<file path="config.mk">
export PLATFORM = sky130hd
export DESIGN_NAME = pll_reset_sequencer_flat
export DESIGN_NICKNAME = d
export VERILOG_FILES = /design/src/rtl/pll_reset_sequencer_pkg.sv /design/src/rtl/pll_reset_sequencer_if.sv /design/src/rtl/pll_reset_sequencer_sync_ff.sv /design/src/rtl/pll_reset_sequencer.sv /design/src/flat_wrapper.sv
export SDC_FILE = /design/constraint.sdc
export NUM_CORES = 1
export LEC_CHECK = 0
export BUFFER_PORTS_ARGS = -buffer_cell sky130_fd_sc_hd__buf_2
export CORE_UTILIZATION = 55
export DETAILED_ROUTE_END_ITERATION = 12
export HOLD_SLACK_MARGIN = 0.02
export PLACE_DENSITY = 0.84
export SLEW_MARGIN = 20
export SYNTH_ARGS = -nofsm -noshare
export SYNTH_HDL_FRONTEND = slang
export SYNTH_SLANG_ARGS = --single-unit
</file>
<file path="constraint.sdc">
create_clock -name clock_in -period 2.05 [get_ports clock_in]
set_input_delay 0.205 -clock clock_in [delete_from_list [all_inputs] [get_ports clock_in]]
set_output_delay 0.205 -clock clock_in [all_outputs]
set_load 0.02 [all_outputs]
</file>
<file path="src/rtl/pll_reset_sequencer_pkg.sv">
// rtl/pll_reset_sequencer_pkg.sv - state encoding and counter sizing for the PLL reset sequencer
package pll_reset_pkg;

    typedef enum logic [1:0] {
        WAIT_LOCK = 2'd0,
        STABLE    = 2'd1,
        HOLD      = 2'd2,
        RUN       = 2'd3
    } seq_state_t;

    // Width needed for one down-counter that serves both the stable and hold phases.
    function automatic int cnt_width(input int stable_cycles, input int hold_cycles);
        int m;
        m = (stable_cycles > hold_cycles) ? stable_cycles : hold_cycles;
        return $clog2(m + 1);
    endfunction

endpackage

</file>
<file path="src/rtl/pll_reset_sequencer_if.sv">
// rtl/pll_reset_sequencer_if.sv - lock/reset control bundle between the PLL domain and the sequencer
interface pll_reset_sequencer_if #(
    parameter int LOSS_CNT_W = 8
);
    logic                  locked;
    logic                  soft_reset_req;
    logic                  reset_out;
    logic                  ready;
    logic [LOSS_CNT_W-1:0] lock_loss_count;
    logic [1:0]            state;

    modport master (
        output locked,
        output soft_reset_req,
        input  reset_out,
        input  ready,
        input  lock_loss_count,
        input  state
    );

    modport slave (
        input  locked,
        input  soft_reset_req,
        output reset_out,
        output ready,
        output lock_loss_count,
        output state
    );
endinterface

</file>
<file path="src/rtl/pll_reset_sequencer_sync_ff.sv">
// rtl/pll_reset_sequencer_sync_ff.sv - multi-stage single-bit synchronizer with asynchronous clear
module sync_ff #(
    parameter int STAGES = 2
) (
    input  logic clk,
    input  logic clr,
    input  logic d,
    output logic q
);
    logic [STAGES-1:0] ff;

    always_ff @(posedge clk or posedge clr) begin
        if (clr) begin
            ff <= '0;
        end else begin
            ff <= {ff[STAGES-2:0], d};
        end
    end

    assign q = ff[STAGES-1];
endmodule

</file>
<file path="src/rtl/pll_reset_sequencer.sv">
// rtl/pll_reset_sequencer.sv - qualifies PLL lock and releases the PLL-domain reset synchronously
module pll_reset_sequencer
    import pll_reset_pkg::*;
#(
    parameter int SYNC_STAGES        = 2,
    parameter int LOCK_STABLE_CYCLES = 16,
    parameter int RESET_HOLD_CYCLES  = 8,
    parameter int LOSS_CNT_W         = 8
) (
    input  logic                  clock_in,
    input  logic                  reset,
    pll_reset_sequencer_if.slave  bus
);
    localparam int CW = cnt_width(LOCK_STABLE_CYCLES, RESET_HOLD_CYCLES);
    // The WAIT_LOCK cycle that first sees locked_s high is the first stable cycle,
    // so STABLE itself only has LOCK_STABLE_CYCLES-1 cycles left to run.
    localparam logic [CW-1:0] STABLE_LOAD = CW'((LOCK_STABLE_CYCLES >= 2) ? LOCK_STABLE_CYCLES - 2 : 0);
    localparam logic [CW-1:0] HOLD_LOAD   = CW'(RESET_HOLD_CYCLES - 1);

    logic                  locked_s;
    seq_state_t            st;
    logic [CW-1:0]         cnt;
    logic                  reset_q;
    logic                  ready_q;
    logic [LOSS_CNT_W-1:0] loss_q;

    sync_ff #(
        .STAGES (SYNC_STAGES)
    ) u_lock_sync (
        .clk (clock_in),
        .clr (reset),
        .d   (bus.locked),
        .q   (locked_s)
    );

    always_ff @(posedge clock_in or posedge reset) begin
        if (reset) begin
            st      <= WAIT_LOCK;
            cnt     <= '0;
            reset_q <= 1'b1;
            ready_q <= 1'b0;
            loss_q  <= '0;
        end else begin
            case (st)
                WAIT_LOCK: begin
                    reset_q <= 1'b1;
                    ready_q <= 1'b0;
                    if (locked_s) begin
                        if (LOCK_STABLE_CYCLES == 1) begin
                            st  <= HOLD;
                            cnt <= HOLD_LOAD;
                        end else begin
                            st  <= STABLE;
                            cnt <= STABLE_LOAD;
                        end
                    end
                end
                STABLE: begin
                    if (!locked_s) begin
                        st <= WAIT_LOCK;
                    end else if (cnt == '0) begin
                        st  <= HOLD;
                        cnt <= HOLD_LOAD;
                    end else begin
                        cnt <= cnt - 1'b1;
                    end
                end
                HOLD: begin
                    if (!locked_s) begin
                        st <= WAIT_LOCK;
                    end else if (cnt == '0) begin
                        st      <= RUN;
                        reset_q <= 1'b0;
                        ready_q <= 1'b1;
                    end else begin
                        cnt <= cnt - 1'b1;
                    end
                end
                RUN: begin
                    // Lock loss takes priority over a coincident soft reset so it is always counted.
                    if (!locked_s) begin
                        st      <= WAIT_LOCK;
                        reset_q <= 1'b1;
                        ready_q <= 1'b0;
                        if (loss_q != '1) begin
                            loss_q <= loss_q + 1'b1;
                        end
                    end else if (bus.soft_reset_req) begin
                        st      <= WAIT_LOCK;
                        reset_q <= 1'b1;
                        ready_q <= 1'b0;
                    end
                end
                default: begin
                    st      <= WAIT_LOCK;
                    reset_q <= 1'b1;
                    ready_q <= 1'b0;
                end
            endcase
        end
    end

    assign bus.reset_out       = reset_q;
    assign bus.ready           = ready_q;
    assign bus.lock_loss_count = loss_q;
    assign bus.state           = st;
endmodule

</file>
<file path="src/flat_wrapper.sv">
// flat-port wrapper written by rule: the top's interface ports become plain ports
module pll_reset_sequencer_flat import pll_reset_pkg::*;
#(
    parameter int SYNC_STAGES        = 2,
    parameter int LOCK_STABLE_CYCLES = 16,
    parameter int RESET_HOLD_CYCLES  = 8,
    parameter int LOSS_CNT_W         = 8
)
  (clock_in, reset, bus_locked, bus_soft_reset_req, bus_reset_out, bus_ready, bus_lock_loss_count, bus_state);
  pll_reset_sequencer_if #(.LOSS_CNT_W(LOSS_CNT_W)) bus_i ();
  input  logic clock_in;
  input  logic reset;
  input wire logic [$bits(bus_i.locked)-1:0] bus_locked;
  input wire logic [$bits(bus_i.soft_reset_req)-1:0] bus_soft_reset_req;
  output wire logic [$bits(bus_i.reset_out)-1:0] bus_reset_out;
  output wire logic [$bits(bus_i.ready)-1:0] bus_ready;
  output wire logic [$bits(bus_i.lock_loss_count)-1:0] bus_lock_loss_count;
  output wire logic [$bits(bus_i.state)-1:0] bus_state;
  assign bus_i.locked = bus_locked;
  assign bus_i.soft_reset_req = bus_soft_reset_req;
  assign bus_reset_out = bus_i.reset_out;
  assign bus_ready = bus_i.ready;
  assign bus_lock_loss_count = bus_i.lock_loss_count;
  assign bus_state = bus_i.state;
  pll_reset_sequencer #(.SYNC_STAGES(SYNC_STAGES), .LOCK_STABLE_CYCLES(LOCK_STABLE_CYCLES), .RESET_HOLD_CYCLES(RESET_HOLD_CYCLES), .LOSS_CNT_W(LOSS_CNT_W)) u_core (.clock_in(clock_in), .reset(reset), .bus(bus_i));
endmodule
</file>
== Word level (Yosys, flattened, before mapping) ==
Index checks and enable logic that the tools add are counted.
Storage, ports and cells
  register bits after elaboration: 19
Cells by class
  eq/ne operators: 12
  add/sub/neg operators: 2
  reduce and logical (&&, ||, !) cells: 8
  bitwise operators: 1
  mux-type cells: 24
Operators by type and width (number)
  $mux 5: 5
  $pmux 5 s3: 1
  $mux 2: 7
  $add 8x1->8 const B: 1
  $mux 1: 8
  $ne 2x2->1 const B: 4
  $ne 8x8->1 const B: 1
  $pmux 2 s4: 1
  $reduce_and 4->1: 2
  $ne 3x2->1 const B: 2
  $pmux 1 s3: 2
  $reduce_bool 3->1: 2
  $logic_not 5->1: 1
  $reduce_and 5->1: 1
  $sub 5x1->5 const B: 1
  $eq 2x2->1 const B: 2
  $ne 3x3->1 const B: 1
  $reduce_and 3->1: 1
  $eq 2x1->1 const B: 1
  $logic_not 2->1: 1
  $ne 2x1->1 const B: 1
  $not 1->1: 1

== Logic depth before layout (Yosys ltp) ==
Gate-level depths: netlist of the first run.
  word-level depth: 4
  depth in mapped cells: 7
  gate-level depth less buffers: 6

== Cells and area by module ==
Synthesis of the first run repeated with hierarchy kept, for this count alone.
Unflattened totals
  cell total of the unflattened synthesis: 95
  area total of the unflattened synthesis: 1049.8 µm²
Modules (own cells, without submodules)
  pll_reset_sequencer: cells an instance 92, instances 1, sequential area each 426.7 µm², area an instance 996.0 µm²
  sync_ff: cells an instance 3, instances 1, sequential area each 50.0 µm², area an instance 53.8 µm²

== Least setup slack after synthesis of the first run ==
OpenSTA, ideal clock, no wires.
  path type: reg-to-reg
  start point: reg u_core.st[1] (netlist: u_core.bus.state[1])
  end point: reg u_core.st[1] (netlist: u_core.bus.state[1])
  slack: 0.249 ns
  clock period less this slack: 1.801 ns
  buffers on the path: 1
  stages on the path, launching flop included: 8
  data required time: 1.925 ns
  arrival: 1.677 ns
  path through: dfrtp_1 > inv_1 > ha_1 > buf_2 > nor2_1 > o221ai_1 > o21ai_0 > mux2_2
Between the ends
  word-level cells in the longest chain between the ends: 3
  elaborated cells on any way between the ends: 10
Ends and longest elaborated chain
  start, declared: RTL line pll_reset_sequencer.sv:21  | seq_state_t st;
  start signal, assigned: RTL line pll_reset_sequencer.sv:38  | st <= WAIT_LOCK;
  start signal, assigned: RTL line pll_reset_sequencer.sv:50  | st <= HOLD;
  start signal, assigned: RTL line pll_reset_sequencer.sv:53  | st <= STABLE;
  $eq 2x2->1 (tied with other cells): RTL line pll_reset_sequencer.sv:44  | case (st)
  $ne 3x2->1 (no source line) (tied with other cells)
  $reduce_and 4->1 (no source line)
Several ways; a longest one is shown, not always the timed one.
A chain may end at the register's enable or synchronous reset.

== Final worst setup path of the first run ==
Ends and elaborated chain as after synthesis.

==> impl_table.tex, run 1 <==
\begin{tabular}{lr}
\hline
Metric & Value \\
\hline
\multicolumn{2}{l}{\textbf{Worst setup path}} \\
\quad Crit path max-delay family & flip-flops \\
\quad Peak per-stage delay on the critical path & 0.44 ns \\
\quad Source of the worst register-to-register timing path & u\_core.bus.state[1]\$\_DFFE\_PP0P\_ \\
\quad Critical path class & flip-flop to flip-flop \\
\quad Buf+Inv Stages, Crit Path & 1 \\
\quad Launching element of the worst setup path & u\_core.bus.state[1]\$\_DFFE\_PP0P\_ \\
\quad Crit path max fanout & 10 \\
\quad Slowest cell on the critical path & sky130\_fd\_sc\_hd\_\_dfrtp\_1 \\
\quad Worst endpoint required time & 2.25 ns \\
\quad Worst Setup Start Kind & flip-flop \\
\quad Critical path, cell by cell & inv\_1 -> ha\_1 -> nor2\_1 -> o221ai\_1 -> o21ai\_0 -> mux2\_2 \\
\quad Critical Path AT & 2.08 ns \\
\quad Setup crit end kind & flip-flop \\
\multicolumn{2}{l}{\textbf{Flow run}} \\
\quad Maximum Capacitance Violations & 0 \\
\multicolumn{2}{l}{\textbf{Detailed routing}} \\
\quad Antenna-violating nets left & 0 \\
\quad DR pass1 iterations & 4 \\
\quad Residual DRC count & 0 \\
\quad Number of design-rule violations left by the first detailed-router iteration & 49 \\
\quad Final routed wire length divided by cell count & 15.0 um \\
\quad Post-DR vias/cell & 6.17 \\
\quad DR vias & 938 \\
\quad Routed Wire Length & 2.28 mm \\
\multicolumn{2}{l}{\textbf{Placement}} \\
\quad Count of input and output buffers & 15 \\
\quad Instance area after placement & 0.00116 mm2 \\
\quad Routability Congestion & 0.864 \\
\quad Placed wire-length estimate after detailed placement & 1.60 mm \\
\multicolumn{2}{l}{\textbf{Timing}} \\
\quad Worst-margin pin slew & 0.721 ns \\
\quad RSZ-0062 raised after global routing & no \\
\quad Highest achievable clock rate & 0.532 GHz \\
\quad Setup TNS Final & 0 ns \\
\quad Slew Limit Fails & 0 \\
\quad Time the worst path needs with I/O delays and setup & 1.88 ns \\
\quad Post-route clock skew & 0.00512 ns \\
\quad \# setup viols final & 0 \\
\quad Number of hold-slack violations in the final timing report & 0 \\
\quad Portion of the clock cycle consumed by the worst path in the final layout & 0.916 \\
\quad Relative slew slack & 0.519 \\
\multicolumn{2}{l}{\textbf{Global routing}} \\
\quad Global-route wire length before repair & 3.69 mm \\
\quad Grt total ovfl & 0 \\
\quad Pin count of the biggest net entering global routing & 20 \\
\quad Vias in the first global route & 872 \\
\quad Met2 Use GR & 0.434 \\
\quad Overall routing resource usage & 0.244 \\
\quad Busiest layer in global routing & met2 \\
\quad Number of antenna violations at the first check in global routing & 0 \\
\quad Global Route met3 Usage & 0.0314 \\
\quad GR Util met1 & 0.309 \\
\multicolumn{2}{l}{\textbf{Synthesis}} \\
\quad Netlist cell types & 34 \\
\quad Number of storage elements in the synthesis netlist & 19 \\
\quad Number of synthesized flops with an enable pin & 0 \\
\quad Fraction of post-synthesis cell area in the top cell type by area & 0.422 \\
\quad Syn\_nets & 121 \\
\quad Cell types with the highest counts after synthesis & 18 x sky130\_fd\_sc\_hd\_\_dfrtp\_1, 12 x sky130\_fd\_sc\_hd\_\_inv\_1, 8 x sky130\_fd\_sc\_hd\_\_a21oi\_1, 8 x sky130\_fd\_sc\_hd\_\_o21ai\_0 \\
\quad YS warnings & 0 \\
\quad Cell types occupying the most area after synthesis & sky130\_fd\_sc\_hd\_\_dfrtp\_1 42\%, sky130\_fd\_sc\_hd\_\_ha\_1 8.2\%, sky130\_fd\_sc\_hd\_\_inv\_1 4.2\%, sky130\_fd\_sc\_hd\_\_a21oi\_1 3.8\%, sky130\_fd\_sc\_hd\_\_o21ai\_0 3.8\% \\
\quad Avg Inst Size Synth & 9.70 um2 \\
\quad Fraction of registers with async set/reset & 1.00 \\
\quad Register area share after synthesis & 0.447 \\
\quad Number of standard cells after synthesis & 110 \\
\quad Cell area after synthesis & 0.00107 mm2 \\
\quad Cell with the most instances after synthesis & sky130\_fd\_sc\_hd\_\_dfrtp\_1 \\
\quad Cell type with the highest aggregate area in the netlist & sky130\_fd\_sc\_hd\_\_dfrtp\_1 \\
\quad Main synth FF type & sky130\_fd\_sc\_hd\_\_dfrtp\_1 \\
\multicolumn{2}{l}{\textbf{Final layout}} \\
\quad Proportion of layout cells with a drive suffix above 1 & 0.205 \\
\quad Signed area change from the synthesized netlist to the final layout & 12.9\% \\
\quad Final instance area & 0.00120 mm2 \\
\quad Number of antenna repair diodes & 0 \\
\quad Final \#Nets & 139 \\
\multicolumn{2}{l}{\textbf{CTS}} \\
\quad H-tree levels & 1 \\
\quad Clock-pin slew reported for the worst setup and hold paths after clock tree synthesis & 0.11 ns \\
\quad Sinks on the clock net & 19 \\
\quad CTS tree & done \\
\quad Clock tree root driver cell & sky130\_fd\_sc\_hd\_\_clkbuf\_4 \\
\quad Source-to-sink clock delay at the later pin of the worst-skew pair & 0.30 ns \\
\quad Clock tree buffer depth & 2 \\
\quad Number of CTS-inserted buffers & 3 \\
\multicolumn{2}{l}{\textbf{Floorplanning}} \\
\quad Effective utilization at floorplan & 0.605 \\
\quad Area of the placeable core & 0.00176 mm2 \\
\quad Total I/O pin count & 16 \\
\quad \# rows & 15 \\
\quad Chip width & 46.1 um \\
\quad Area enclosed by the die boundary & 0.00212 mm2 \\
\quad Die Ht & 46.1 um \\
\multicolumn{2}{l}{\textbf{Run status}} \\
\quad Status & finished, final reports clean \\
\multicolumn{2}{l}{\textbf{Pwr}} \\
\quad Power density normalized to cell area & 1290 mW/mm2 \\
\quad Largest voltage drop on the vdd net & 0.937 mV \\
\quad Static Leak & 0.584 nW \\
\multicolumn{2}{l}{\textbf{Min path}} \\
\quad Kind of path behind the tightest hold check & input pin to async pin \\
\hline
\end{tabular}
cells in the final DEF, fill, tap and decap left out, drive strengths merged, types with 3 or more instances in the layout:
master	count
a31oi	3
nor2b	3
a21oi	8
mux2i	3
nand3	3
buf	15
nor3	3
inv	12
nand2	5
dfrtp	18
clkbuf	3
ha	7
o21ai	8
nor2	7
flip-flops by register name, indices dropped and copies added, names as in the netlist:
signal and flops:
u_core.bus.lock_loss_count 8, u_core.bus.ready 1, u_core.bus.reset_out 1, u_core.bus.state 2
u_core.cnt 5, u_core.u_lock_sync.ff 2
worst paths after layout:
kind                                                             end  slack, ns  depth (start not counted)
setup / recovery                     u_core.bus.state[1]$_DFFE_PP0P_       0.17                          6
hold / removal                          u_core.bus.ready$_DFFE_PP0P_      0.004                          2
setup reg to reg                     u_core.bus.state[1]$_DFFE_PP0P_       0.17                          6
hold reg to reg                   u_core.u_lock_sync.ff[1]$_DFF_PP0_       0.36                          0
max in group asynchronous  u_core.bus.lock_loss_count[7]$_DFFE_PP0P_       1.59                          2
min in group clock_in             u_core.u_lock_sync.ff[1]$_DFF_PP0_       0.36                          0
final cells by class:
class / instances / area, um2
fillers: 153 / 559
well taps: 25 / 31.3
inverters: 12 / 45.0
repair buffers: 16 / 85.1
clock buffers: 3 / 22.5
multi-input cells: 76 / 539
clock inverters: 1 / 5.00
flip-flops and latches: 19 / 477
report_power, final:
| group | internal (W) | switching, W | leakage, nW |
|---|---|---|---|
| registers | 0.000476 | 0.0000998 | 0.242 |
| clock network | 0.0000727 | 0.000122 | 0.0177 |
| logic | 0.000328 | 0.000457 | 0.324 |
metal layers:
layer,vias up,routed length (um),part of all wire
li1,429,-,-
met1,450,986,0.43
met2,51,1130,0.50
met3,8,118,0.052
met4,0,43,0.019
met5,-,0,0
through the flow:
stage	power (W)	setup slack (ns)	utilization	hold WS [ns]	cells
4_1_cts	0.00154	0.161	0.679	0.0382	152
6_report	0.00156	0.172	0.683	0.00410	152
3_3_place_gp	0.00129	0.244	0.658	0.315	147
2_1_floorplan	0.00114	0.249	-	0.155	110
3_5_place_dp	0.00133	0.179	0.658	0.315	147
5_1_grt	0.00167	0.0606	0.683	0.0755	152
logic make-up after synthesis:
kind of cell	after synthesis	synth area share
compound gates	32	0.199
xor+xnor	1	0.00821
fa+ha+maj	7	0.0821
flops	19	0.447
simple gates	31	0.161
mux	5	0.0492
buf+inv	15	0.0539
timing repair:
| action | CTS | global route |
|---|---|---|
| endpoints found under the setup margin | 0 | 1 |
| hold buffers | 1 | 0 |
| endpoints found under the hold margin | 1 | 0 |
| resized for setup | 0 | 1 |
| buffers inserted | 0 | 0 |
(Power assumes the default switching activity.)
==> inputs of run 2 (changes only) <==
- CORE_UTILIZATION: 55 -> 54
- PLACE_DENSITY: 0.84 -> 0.83
- SYNTH_HIERARCHICAL: unset -> 1
==> impl_table.tex, run 2 <==
\begin{tabular}{lr}
\hline
Metric & Value \\
\hline
\multicolumn{2}{l}{\textbf{CTS}} \\
\quad Clock tree root driver cell & sky130\_fd\_sc\_hd\_\_clkbuf\_4 \\
\quad Clock-pin slew reported for the worst setup and hold paths after clock tree synthesis & 0.10 ns \\
\quad H-tree levels & 1 \\
\quad Number of CTS-inserted buffers & 3 \\
\quad CTS tree & done \\
\quad Clock tree buffer depth & 2 \\
\quad Sinks on the clock net & 19 \\
\quad Source-to-sink clock delay at the later pin of the worst-skew pair & 0.29 ns \\
\quad Post-CTS Setup Bufs & 0 \\
\multicolumn{2}{l}{\textbf{Detailed routing}} \\
\quad Number of design-rule violations left by the first detailed-router iteration & 7 \\
\quad Post-DR vias/cell & 5.51 \\
\quad DR vias & 771 \\
\quad Antenna-violating nets left & 0 \\
\quad Routed Wire Length & 1.96 mm \\
\quad Residual DRC count & 0 \\
\quad Final routed wire length divided by cell count & 14.0 um \\
\quad DR pass1 iterations & 4 \\
\multicolumn{2}{l}{\textbf{Pwr}} \\
\quad Portion of total power attributed to combinational logic & 0.508 \\
\quad Part of the total power dissipated in sequential elements & 0.376 \\
\quad Power dissipated by switching net loads & 0.000678 W \\
\quad Internal power of the cells & 0.000891 W \\
\quad Largest voltage drop on the vdd net & 0.796 mV \\
\quad Switching part of the total & 0.432 \\
\quad Power density normalized to cell area & 1310 mW/mm2 \\
\quad Static Leak & 0.560 nW \\
\quad Part of the total power dissipated in the clock network & 0.116 \\
\quad Post-layout power & 0.00157 W \\
\multicolumn{2}{l}{\textbf{Floorplanning}} \\
\quad Chip width & 46.1 um \\
\quad Area enclosed by the die boundary & 0.00212 mm2 \\
\quad Area of the placeable core & 0.00178 mm2 \\
\quad Effective utilization at floorplan & 0.589 \\
\quad Die Ht & 46.1 um \\
\quad Total I/O pin count & 16 \\
\quad \# rows & 15 \\
\multicolumn{2}{l}{\textbf{Synthesis}} \\
\quad Cell types with the highest counts after synthesis & 18 x sky130\_fd\_sc\_hd\_\_dfrtp\_1, 9 x sky130\_fd\_sc\_hd\_\_inv\_1, 8 x sky130\_fd\_sc\_hd\_\_ha\_1 \\
\quad Cell with the most instances after synthesis & sky130\_fd\_sc\_hd\_\_dfrtp\_1 \\
\quad Fraction of post-synthesis cell area in the top cell type by area & 0.429 \\
\quad Number of standard cells after synthesis & 95 \\
\quad Fraction of registers with async set/reset & 1.00 \\
\quad Avg Inst Size Synth & 11.1 um2 \\
\quad Number of storage elements in the synthesis netlist & 19 \\
\quad Register area share after synthesis & 0.454 \\
\quad YS warnings & 6 \\
\quad Netlist cell types & 32 \\
\quad Cell types occupying the most area after synthesis & sky130\_fd\_sc\_hd\_\_dfrtp\_1 43\%, sky130\_fd\_sc\_hd\_\_ha\_1 9.5\%, sky130\_fd\_sc\_hd\_\_xnor2\_1 5.0\%, sky130\_fd\_sc\_hd\_\_o21ai\_0 3.3\%, sky130\_fd\_sc\_hd\_\_inv\_1 3.2\% \\
\quad Cell type with the highest aggregate area in the netlist & sky130\_fd\_sc\_hd\_\_dfrtp\_1 \\
\quad Syn\_nets & 107 \\
\quad Cell area after synthesis & 0.00105 mm2 \\
\quad Number of synthesized flops with an enable pin & 0 \\
\quad Main synth FF type & sky130\_fd\_sc\_hd\_\_dfrtp\_1 \\
\multicolumn{2}{l}{\textbf{Timing}} \\
\quad Number of hold-slack violations in the final timing report & 0 \\
\quad Post-route clock skew & 0.00530 ns \\
\quad RSZ-0062 raised after global routing & no \\
\quad Slew Limit Fails & 0 \\
\quad Worst hold margin & 0.315 ns \\
\quad Setup TNS Final & 0 ns \\
\quad Relative slew slack & 0.576 \\
\quad Highest achievable clock rate & 0.550 GHz \\
\quad \# setup viols final & 0 \\
\quad Time the worst path needs with I/O delays and setup & 1.82 ns \\
\quad Worst-margin pin slew & 0.636 ns \\
\quad Portion of the clock cycle consumed by the worst path in the final layout & 0.887 \\
\multicolumn{2}{l}{\textbf{Final layout}} \\
\quad Final \#Nets & 128 \\
\quad Most frequent cells in the layout & 18 x sky130\_fd\_sc\_hd\_\_dfrtp\_1, 15 x sky130\_fd\_sc\_hd\_\_buf\_2, 9 x sky130\_fd\_sc\_hd\_\_inv\_1 \\
\quad Signed area change from the synthesized netlist to the final layout & 14.1\% \\
\quad Most common cell after layout, fill and taps aside & sky130\_fd\_sc\_hd\_\_dfrtp\_1 \\
\quad Flip-flop count of the largest register, all copies and words added & 8 \\
\quad Post-Layout Cell Count & 140 \\
\quad Proportion of layout cells with a drive suffix above 1 & 0.270 \\
\quad Number of antenna repair diodes & 0 \\
\quad Final-layout fill cell count & 153 \\
\multicolumn{2}{l}{\textbf{Placement}} \\
\quad Routability Congestion & 0.798 \\
\quad Placed wire-length estimate after detailed placement & 1.47 mm \\
\quad Count of input and output buffers & 15 \\
\quad Placed cell count & 134 \\
\multicolumn{2}{l}{\textbf{Worst setup path}} \\
\quad Launching element of the worst setup path & u\_core/cnt[0]\$\_DFFE\_PP0P\_ \\
\quad Source of the worst register-to-register timing path & u\_core/cnt[0]\$\_DFFE\_PP0P\_ \\
\quad Capture point of the worst path & u\_core/cnt[2]\$\_DFFE\_PP0P\_ \\
\quad Critical Path AT & 2.02 ns \\
\quad Critical path, cell by cell & inv\_1 -> ha\_1 -> nor4b\_4 -> a21oi\_2 -> and2\_4 -> a221oi\_2 \\
\quad Worst endpoint required time & 2.25 ns \\
\quad Worst Setup Start Kind & flip-flop \\
\quad Slowest cell on the critical path & sky130\_fd\_sc\_hd\_\_dfrtp\_1 \\
\quad Peak per-stage delay on the critical path & 0.41 ns \\
\quad R2r endpoint & u\_core/cnt[2]\$\_DFFE\_PP0P\_ \\
\quad Worst reg2reg setup slack & 0.23 ns \\
\quad Critical path class & flip-flop to flip-flop \\
\quad Setup crit end kind & flip-flop \\
\quad Register-to-Register Path Depth & 6 \\
\quad Crit path max fanout & 8 \\
\multicolumn{2}{l}{\textbf{Global routing}} \\
\quad Number of antenna violations at the first check in global routing & 0 \\
\quad Pin count of the biggest net entering global routing & 18 \\
\quad Grt total ovfl & 0 \\
\quad Overall routing resource usage & 0.224 \\
\quad Vias in the first global route & 779 \\
\quad Global-route wire length before repair & 3.33 mm \\
\multicolumn{2}{l}{\textbf{Min path}} \\
\quad Kind of path behind the tightest hold check & input pin to async pin \\
\multicolumn{2}{l}{\textbf{Run status}} \\
\quad Status & finished, final reports clean \\
\multicolumn{2}{l}{\textbf{Flow run}} \\
\quad Maximum Capacitance Violations & 0 \\
\hline
\end{tabular}
run 2: cell count changes after synthesis, moves of 3 or more:
cell | before | now
sky130_fd_sc_hd__inv_1 | 12 | 9
sky130_fd_sc_hd__nor2b_1 | 3 | 0
sky130_fd_sc_hd__a21oi_1 | 8 | 2
sky130_fd_sc_hd__a31oi_1 | 3 | 0
sky130_fd_sc_hd__xnor2_1 | 1 | 6
run 2: worst min-delay path by stage:
| stage | startpoint | end | slack [ns] | cells past startpoint |
|---|---|---|---|---|
| after floorplan | reset | u_core/u_lock_sync/ff[0]$_DFF_PP0_ | -0.05 | 1 |
| after global placement | reset | u_core/u_lock_sync/ff[0]$_DFF_PP0_ | 0.06 | 2 |
| after detailed placement | reset | u_core/u_lock_sync/ff[1]$_DFF_PP0_ | 0.07 | 2 |
| after CTS | reset | u_core/u_lock_sync/ff[1]$_DFF_PP0_ | 0.29 | 3 |
| after global routing | reset | u_core/u_lock_sync/ff[1]$_DFF_PP0_ | 0.31 | 3 |
| final | reset | u_core/u_lock_sync/ff[1]$_DFF_PP0_ | 0.31 | 3 |
run 2: logic make-up after synthesis:
family,synth area share
AO/OA/AOI/OAI,0.180
XOR/XNOR,0.0584
adder cells (fa/ha/maj),0.0954
buffers and inverters,0.0369
flip-flops,0.454
multiplexers,0.0298
AND/OR/NAND/NOR,0.145
run 2: layout make-up:
cell class	count	area [um2]	share of cell area
Timing Repair Buffer	17	95.1	0.0794
Tap cell	25	31.3	0.0261
Inverter	9	33.8	0.0282
Sequential cell	19	477	0.398
Multi-Input combinational cell	66	534	0.446
Clock buffer	4	26.3	0.0219
run 2: timing repair:
action	4_1_cts	5_1_grt
hold buffers	2	0
endpoints found under the hold margin	19	0
resized for setup	0	0
run 2: worst max-delay path, delay by kind of cell, from the launching register on:
| kind | cells | cell delay, ns |
|---|---|---|
| adder cells (fa/ha/maj) | 1 | 0.18 |
| AO/OA/AOI/OAI | 2 | 0.44 |
| buffers and inverters | 1 | 0.11 |
| flip-flops | 1 | 0.41 |
| AND/OR/NAND/NOR | 2 | 0.58 |
run 2: per-layer routing:
| metal | GRT usage | share of wire | vias to the layer above |
|---|---|---|---|
| met4 | 0.135 | 0.011 | 0 |
| li1 | - | - | 375 |
| met1 | 0.273 | 0.43 | 376 |
| met3 | 0.0275 | 0.038 | 2 |
| met2 | 0.375 | 0.52 | 18 |
| met5 | 0 | 0 | - |
run 2: per-stage QoR:
stage	worst slack, ns	instance area [um2]	util
finish	0.231	1200	0.672
floorplan	0.283	1050	-
detailed placement	0.249	1150	0.646
global placement	0.292	1150	0.646
CTS	0.239	1200	0.672
global route	0.111	1200	0.672
run 2: power by group through the flow:
| stage | sequential [W] | clock, W | combinational, W |
|---|---|---|---|
| after floorplan | 0.000638 | 0 | 0.000538 |
| after global placement | 0.000589 | 0 | 0.000749 |
| after detailed placement | 0.000594 | 0 | 0.000788 |
| after CTS | 0.000587 | 0.000195 | 0.000796 |
| after global routing | 0.000608 | 0.000210 | 0.000890 |
| final | 0.000589 | 0.000183 | 0.000797 |
